## src/rtl/exu_alu_pipe.sv

```systemverilog
// Pipelined integer ALU with in-stage branch resolution, self-kill of the
// following issue on mispredict and a saturating mispredict counter.
module exu_alu_pipe #(
  parameter int XLEN = 64,
  parameter int PIPE = 2,
  parameter int TAGW = 5,
  parameter int CNTW = 16
) (
  input  logic            clk,
  input  logic            rst_l,
  input  logic            freeze,
  input  logic            flush,
  input  logic            in_valid,
  input  logic [3:0]      in_op,
  input  logic            in_word,
  input  logic [2:0]      in_br,
  input  logic            in_rvc,
  input  logic [XLEN-1:0] in_a,
  input  logic [XLEN-1:0] in_b,
  input  logic [30:0]     in_pc,
  input  logic [11:0]     in_brimm,
  input  logic            in_pred_t,
  input  logic [30:0]     in_pred_tgt,
  input  logic [TAGW-1:0] in_tag,
  output logic            out_valid,
  output logic [XLEN-1:0] out_result,
  output logic [TAGW-1:0] out_tag,
  output logic            flush_upper,
  output logic [30:0]     flush_path,
  output logic [CNTW-1:0] misp_cnt
);

  localparam int SHW = $clog2(XLEN);
  localparam bit WORD_OK = (XLEN == 64);

  typedef enum logic [3:0] {
    OP_ADD, OP_SUB, OP_AND, OP_OR, OP_XOR, OP_SLL, OP_SRL, OP_SRA,
    OP_SLT, OP_SLTU, OP_MIN, OP_MAX, OP_MINU, OP_MAXU, OP_PASSB, OP_LINK
  } op_e;

  typedef enum logic [2:0] {
    BR_NONE, BR_BEQ, BR_BNE, BR_BLT, BR_BGE, BR_BLTU, BR_BGEU, BR_JAL
  } br_e;

  typedef struct packed {
    op_e             op;
    logic            word;
    br_e             br;
    logic            rvc;
    logic [XLEN-1:0] a;
    logic [XLEN-1:0] b;
    logic [30:0]     pc;
    logic [11:0]     brimm;
    logic            pred_t;
    logic [30:0]     pred_tgt;
    logic [TAGW-1:0] tag;
  } e1_t;

  e1_t             e1_q, e1_d;
  logic            e1_valid_q, e1_valid_d;
  logic [30:0]     flush_path_q, flush_path_d;
  logic [CNTW-1:0] misp_cnt_q, misp_cnt_d;

  logic            word_m, lt_s, lt_u, gt_s, gt_u, taken, misp;
  logic [XLEN-1:0] opa, opb, srl_src, raw, alu_res;
  logic [SHW-1:0]  shamt;
  logic [30:0]     fall, target;

  // Issue capture; an external flush beats freeze for the stage valid.
  always_comb begin
    e1_d = e1_q;
    if (in_valid && !freeze) begin
      e1_d.op       = op_e'(in_op);
      e1_d.word     = in_word;
      e1_d.br       = br_e'(in_br);
      e1_d.rvc      = in_rvc;
      e1_d.a        = in_a;
      e1_d.b        = in_b;
      e1_d.pc       = in_pc;
      e1_d.brimm    = in_brimm;
      e1_d.pred_t   = in_pred_t;
      e1_d.pred_tgt = in_pred_tgt;
      e1_d.tag      = in_tag;
    end
    e1_valid_d = e1_valid_q;
    if (flush) begin
      e1_valid_d = 1'b0;
    end else if (!freeze) begin
      e1_valid_d = in_valid & ~flush_upper;
    end
  end

  // Word ops compare sign-extended low halves, which orders both signed and unsigned correctly.
  always_comb begin
    word_m  = WORD_OK && e1_q.word;
    opa     = word_m ? XLEN'($signed(e1_q.a[31:0])) : e1_q.a;
    opb     = word_m ? XLEN'($signed(e1_q.b[31:0])) : e1_q.b;
    srl_src = word_m ? XLEN'(e1_q.a[31:0]) : e1_q.a;
    shamt   = word_m ? SHW'(e1_q.b[4:0]) : e1_q.b[SHW-1:0];
    lt_s    = $signed(opa) < $signed(opb);
    gt_s    = $signed(opb) < $signed(opa);
    lt_u    = opa < opb;
    gt_u    = opb < opa;
    fall    = e1_q.pc + (e1_q.rvc ? 31'd1 : 31'd2);
    case (e1_q.op)
      OP_ADD:   raw = opa + opb;
      OP_SUB:   raw = opa - opb;
      OP_AND:   raw = opa & opb;
      OP_OR:    raw = opa | opb;
      OP_XOR:   raw = opa ^ opb;
      OP_SLL:   raw = opa << shamt;
      OP_SRL:   raw = srl_src >> shamt;
      OP_SRA:   raw = $signed(opa) >>> shamt;
      OP_SLT:   raw = XLEN'(lt_s);
      OP_SLTU:  raw = XLEN'(lt_u);
      OP_MIN:   raw = gt_s ? opb : opa;
      OP_MAX:   raw = lt_s ? opb : opa;
      OP_MINU:  raw = gt_u ? opb : opa;
      OP_MAXU:  raw = lt_u ? opb : opa;
      OP_PASSB: raw = opb;
      OP_LINK:  raw = XLEN'({fall, 1'b0});
      default:  raw = '0;
    endcase
    alu_res = word_m ? XLEN'($signed(raw[31:0])) : raw;
  end

  // JAL target is (A+B)[31:1]; bit-0 carry folded in so no sum bit is left unused.
  always_comb begin
    case (e1_q.br)
      BR_BEQ:  taken = (opa == opb);
      BR_BNE:  taken = (opa != opb);
      BR_BLT:  taken = lt_s;
      BR_BGE:  taken = ~lt_s;
      BR_BLTU: taken = lt_u;
      BR_BGEU: taken = ~lt_u;
      BR_JAL:  taken = 1'b1;
      default: taken = 1'b0;
    endcase
    if (e1_q.br == BR_JAL) begin
      target = e1_q.a[31:1] + e1_q.b[31:1] + 31'(e1_q.a[0] & e1_q.b[0]);
    end else begin
      target = e1_q.pc + 31'($signed(e1_q.brimm));
    end
    misp = e1_valid_q && (e1_q.br != BR_NONE) &&
           ((taken != e1_q.pred_t) || ((e1_q.br == BR_JAL) && (e1_q.pred_tgt != target)));
    flush_upper  = misp & ~flush & ~freeze;
    flush_path_d = flush_upper ? (taken ? target : fall) : flush_path_q;
    misp_cnt_d   = misp_cnt_q;
    if (flush_upper && (misp_cnt_q != {CNTW{1'b1}})) begin
      misp_cnt_d = misp_cnt_q + 1'b1;
    end
  end

  always_ff @(posedge clk or negedge rst_l) begin
    if (!rst_l) begin
      e1_q         <= '0;
      e1_valid_q   <= 1'b0;
      flush_path_q <= '0;
      misp_cnt_q   <= '0;
    end else begin
      e1_q         <= e1_d;
      e1_valid_q   <= e1_valid_d;
      flush_path_q <= flush_path_d;
      misp_cnt_q   <= misp_cnt_d;
    end
  end

  assign flush_path = flush_path_d;
  assign misp_cnt   = misp_cnt_q;

  if (PIPE == 1) begin : g_pipe1
    assign out_valid  = e1_valid_q;
    assign out_result = alu_res;
    assign out_tag    = e1_q.tag;
  end else begin : g_pipe2
    logic            e2_valid_q, e2_valid_d;
    logic [XLEN-1:0] e2_result_q, e2_result_d;
    logic [TAGW-1:0] e2_tag_q, e2_tag_d;

    // Result register only reloads on a live op so outputs hold their last value.
    always_comb begin
      e2_result_d = e2_result_q;
      e2_tag_d    = e2_tag_q;
      e2_valid_d  = e2_valid_q;
      if (!freeze && e1_valid_q) begin
        e2_result_d = alu_res;
        e2_tag_d    = e1_q.tag;
      end
      if (flush) begin
        e2_valid_d = 1'b0;
      end else if (!freeze) begin
        e2_valid_d = e1_valid_q;
      end
    end

    always_ff @(posedge clk or negedge rst_l) begin
      if (!rst_l) begin
        e2_valid_q  <= 1'b0;
        e2_result_q <= '0;
        e2_tag_q    <= '0;
      end else begin
        e2_valid_q  <= e2_valid_d;
        e2_result_q <= e2_result_d;
        e2_tag_q    <= e2_tag_d;
      end
    end

    assign out_valid  = e2_valid_q;
    assign out_result = e2_result_q;
    assign out_tag    = e2_tag_q;
  end

endmodule

```

## config.mk

```make
export PLATFORM = sky130hd
export DESIGN_NAME = exu_alu_pipe
export DESIGN_NICKNAME = d
export VERILOG_FILES = /design/src/rtl/exu_alu_pipe.sv
export SDC_FILE = /design/constraint.sdc
export NUM_CORES = 2
export LEC_CHECK = 0
export CAP_MARGIN = 20
export CORE_MARGIN = 5
export CORE_UTILIZATION = 25
export CTS_BUF_LIST = sky130_fd_sc_hd__clkbuf_4
export CTS_CLUSTER_DIAMETER = 30
export DETAILED_ROUTE_END_ITERATION = 7
export MAX_ROUTING_LAYER = met4
export SETUP_SLACK_MARGIN = 0.02
export SLEW_MARGIN = 5
export SYNTH_ARGS = -nofsm -noshare
export SYNTH_HDL_FRONTEND = slang
export SYNTH_SLANG_ARGS = --single-unit
```

## constraint.sdc

```tcl
create_clock -name clk -period 14.2 [get_ports clk]
set_input_delay 2.84 -clock clk [delete_from_list [all_inputs] [get_ports clk]]
set_output_delay 2.84 -clock clk [all_outputs]
set_load 0.05 [all_outputs]
```

==> flow_metrics.py <==
metrics = {
    "routing": {
        "drc_errors": 0,
        "drt_first_pass_iters": 6,
        "wl_met1_um": 102300,
        "wl_per_cell_um": 31.35,
        "met2_length_um": 104800,
        "routed_wl_um": 243800,
        "first_iter_violations": 6117,
        "ant_nets": 0,
        "vias": 45933,
        "top_layer": "met4",
        "via_per_inst": 5.905,
        "met3_length_um": 21440,
    },
    "logic_synthesis": {
        "synth-edff-count": 0,
        "yosysSeqAreaShare_pct": 20.65,
        "syn_avg_cell_area_um2": 7.632,
        "ys_ff_latch": 335,
        "yosys_most_used_dff": "dfrtp_1",
        "ys_warn_count": 0,
        "synth.distinct_cells": 106,
        "synth_area_um2": 40590,
        "syn-instance-count": 5319,
        "yosysTopAreaCellShare_pct": 20.65,
        "async_flop_share_pct": 100.0,
        "yosys.area.top_type": "dfrtp_1",
        "synth_most_common_cell": "nand2_1",
        "synth_common_cells": "534 x nand2_1, 518 x a21oi_1, 480 x nor2_1, 455 x o21ai_0, 335 x dfrtp_1",
        "synth.net_count": 5836,
        "ys_top_cells_by_area": "dfrtp_1 21%, ha_1 8.9%, a21oi_1 6.4%",
    },
    "sta": {
        "finalHoldViolations": 0,
        "rsz0062_at_grt": "false",
        "slew_headroom_pct": 10.88,
        "setup_ws_ns": 1.955,
        "worstMarginPinSlew_ns": 1.323,
        "fin_crit_ns": 12.25,
        "final.setup.tns_ns": 0,
        "timing.fmax_mhz": 81.66,
        "post-route-period-util_pct": 86.24,
        "finalSetupViolCount": 0,
        "drv_slew": 0,
        "fin_skew_ns": 0.1727,
    },
    "pwr": {
        "ir_drop_mv": 0.1081,
        "power_density_nw_per_um2": 164.8,
        "p_clk_share_pct": 14.9,
        "p_comb_share_pct": 66.8,
        "p_int_uw": 3443,
        "p_sw_share_pct": 56.36,
        "power.leakage_uw": 0.01954,
        "switching_power_uw": 4448,
        "seq_power_share_pct": 18.3,
    },
    "setup_path": {
        "cp_common_cell": "nor3_1",
        "cp.arrival_ns": 9.41,
        "cp-start-kind": "flop",
        "critPathKind": "reg -> out",
        "cp_num_buf_inv": 4,
        "cpPeakStageDelay_ns": 0.92,
        "crit_path_end_kind": "primary output",
        "crit_family": "simple AND/OR/NAND/NOR gates",
        "crit_path_max_fanout": 43,
        "worstPathRequired_ns": 11.36,
        "worstPathCellList": "clkinv_2, ha_1, nand2b_1, a21boi_0, nor3_1, nor3_1, o21ai_0, a2111oi_0, o2111ai_1, nand4b_1, nor4_2, a311oi_2, nor2_4, buf_4, inv_2, mux2_2, clkdlybuf4s50_1",
        "cpMaxStageDelayCell": "a2111oi_0",
    },
    "clocking": {
        "cts_tree": "yes",
        "cts_root_buf": "clkbuf_4",
        "cts_resized": 0,
        "cts_buffers": 121,
        "path_clk_slew_ns": 0.06,
        "cts_setup_buffers": 0,
        "worstSkewPairLatency_ns": 1.21,
        "hold_buffers": 0,
        "clock_sinks": 335,
        "cts_max_level": 3,
        "clockBufferDepth": 3,
    },
    "grt": {
        "grt_use_total_pct": 28.23,
        "grt_max_degree": 157,
        "gr-total-overflow": 0,
        "grt_antenna_before_repair": 29,
        "grt_pass1_wl_um": 340400,
        "grt_pass1_vias": 44092,
    },
    "hold_path": {
        "hold_class": "reg -> reg",
    },
    "placement": {
        "place_inst": 7533,
        "finalWeightedCongestion": 1.086,
        "port_buffers": 339,
        "dpl.hpwl_um": 191800,
        "post-place-ws_ns": 3.443,
    },
    "layout": {
        "nets": 6015,
        "area_growth_pct": 17.96,
        "drive_gt1_share_pct": 11.64,
        "finalNonFillerCells": 7779,
    },
    "outcome": {
        "outcome": "finished, final reports clean",
    },
    "floorplanning": {
        "die_x_um": 413.0,
        "fp.dieH_um": 413.0,
        "start_util_pct": 25.22,
        "std_cell_rows": 147,
        "core_um2": 160900,
        "die-area_um2": 170500,
        "io_pins": 340,
    },
    "flow_run": {
        "drv_cap": 0,
    },
}
power groups by stage:
stage / combinational [uW] / sequential [uW] / clock (uW)
after CTS: 5130 / 1440 / 1220
after global placement: 5120 / 1460 / 0
after detailed placement: 5100 / 1460 / 0
after global routing: 5510 / 1470 / 1280
after floorplan: 2880 / 1620 / 0
final: 5270 / 1440 / 1170
logic make-up after synthesis:
| logic type | Yosys count | synth area share, % |
|---|---|---|
| muxes | 418 | 12.40 |
| AOI/OAI and AO/OA | 1895 | 30.29 |
| buffers and inverters | 654 | 6.310 |
| adders and majority gates | 295 | 9.185 |
| DFF | 335 | 20.65 |
| and+or+nand+nor | 1571 | 17.77 |
| xor gates and xnor gates | 151 | 3.394 |
metal layers:
layer | vias up | track usage [%]
li1 | 20109 | -
met1 | 22653 | 36.29
met2 | 2623 | 41.54
met3 | 548 | 6.166
met4 | 0 | 14.62
met5 | - | -
final cells by class:
class	count	area (um2)
inverters	245	924.6
flip-flops and latches	335	8401
fillers	17503	113100
diodes	24	60.06
clock inverters	62	444.2
multi-input cells	4330	29790
repair buffers	465	4377
well taps	2160	2703
clock buffers	158	1186
final timing paths:
check | startpoint | endpoint | slack (ns) | cells after the start
worst max-delay path | e1_q[83] | flush_path[30] | 1.95 | 17
worst min-delay path | e1_q[4] | out_tag[4] | 0.46 | 2
worst max register to register | e1_q[83] | misp_cnt[12] | 6.33 | 17
worst min register to register | e1_q[4] | out_tag[4] | 0.46 | 2
max in group asynchronous | rst_l | e1_q[17] | 10.32 | 3
min in group asynchronous | rst_l | e1_q[172] | 1.74 | 1
placed cells by master (no fill, tap or decap), types with 53 or more instances in the layout:
cell	netlist	layout
mux2_2	178	178
a21o_1	99	99
clkbuf_4	0	158
a211oi_1	96	96
clkdlybuf4s50_1	0	338
ha_1	290	290
a221oi_1	91	91
o211ai_1	70	70
o22ai_1	53	53
nand2_1	534	531
xnor2_1	99	99
o21ai_0	455	454
a21oi_1	518	518
a22oi_1	53	53
dfrtp_1	335	329
nand2b_1	63	61
inv_1	234	231
buf_4	2	119
nand3_1	106	103
nor3_1	106	103
nor2_1	480	474
mux2i_1	188	188
worst reg2reg max path, stage by stage (launching register included):
cell and delay [ns]:
dfrtp_4 0.72, clkinv_2 0.51, ha_1 0.85, nand2b_1 0.33, a21boi_0 0.47, nor3_1 0.10, nor3_1 0.30, o21ai_0 0.12
a2111oi_0 0.92, o2111ai_1 0.38, nand4b_1 0.29, nor4_2 0.50, a311oi_2 0.21, nor2_4 0.71, buf_4 0.53, inv_2 0.19
and3_1 0.19, mux2_1 0.30
registers in the layout, summed over array words and instances, names as in the netlist:
name,cells
misp_cnt,16
out_valid,1
e1_valid_q,1
e1_q,216
out_tag,5
word_m,1
flush_path_q,31
out_result,64
metrics by stage:
step                hold WS (ns)  total power [uW]  util (%)  area [um2]
floorplan                 0.4348              4496         -       40590
global placement          0.4444              6578     28.68       46160
detailed placement        0.4491              6562     28.70       46180
CTS                       0.4642              7796     29.71       47810
global route              0.4879              8255     29.75       47880
finish                    0.4626              7891     29.75       47880
Power figures use the tool's default switching activity.
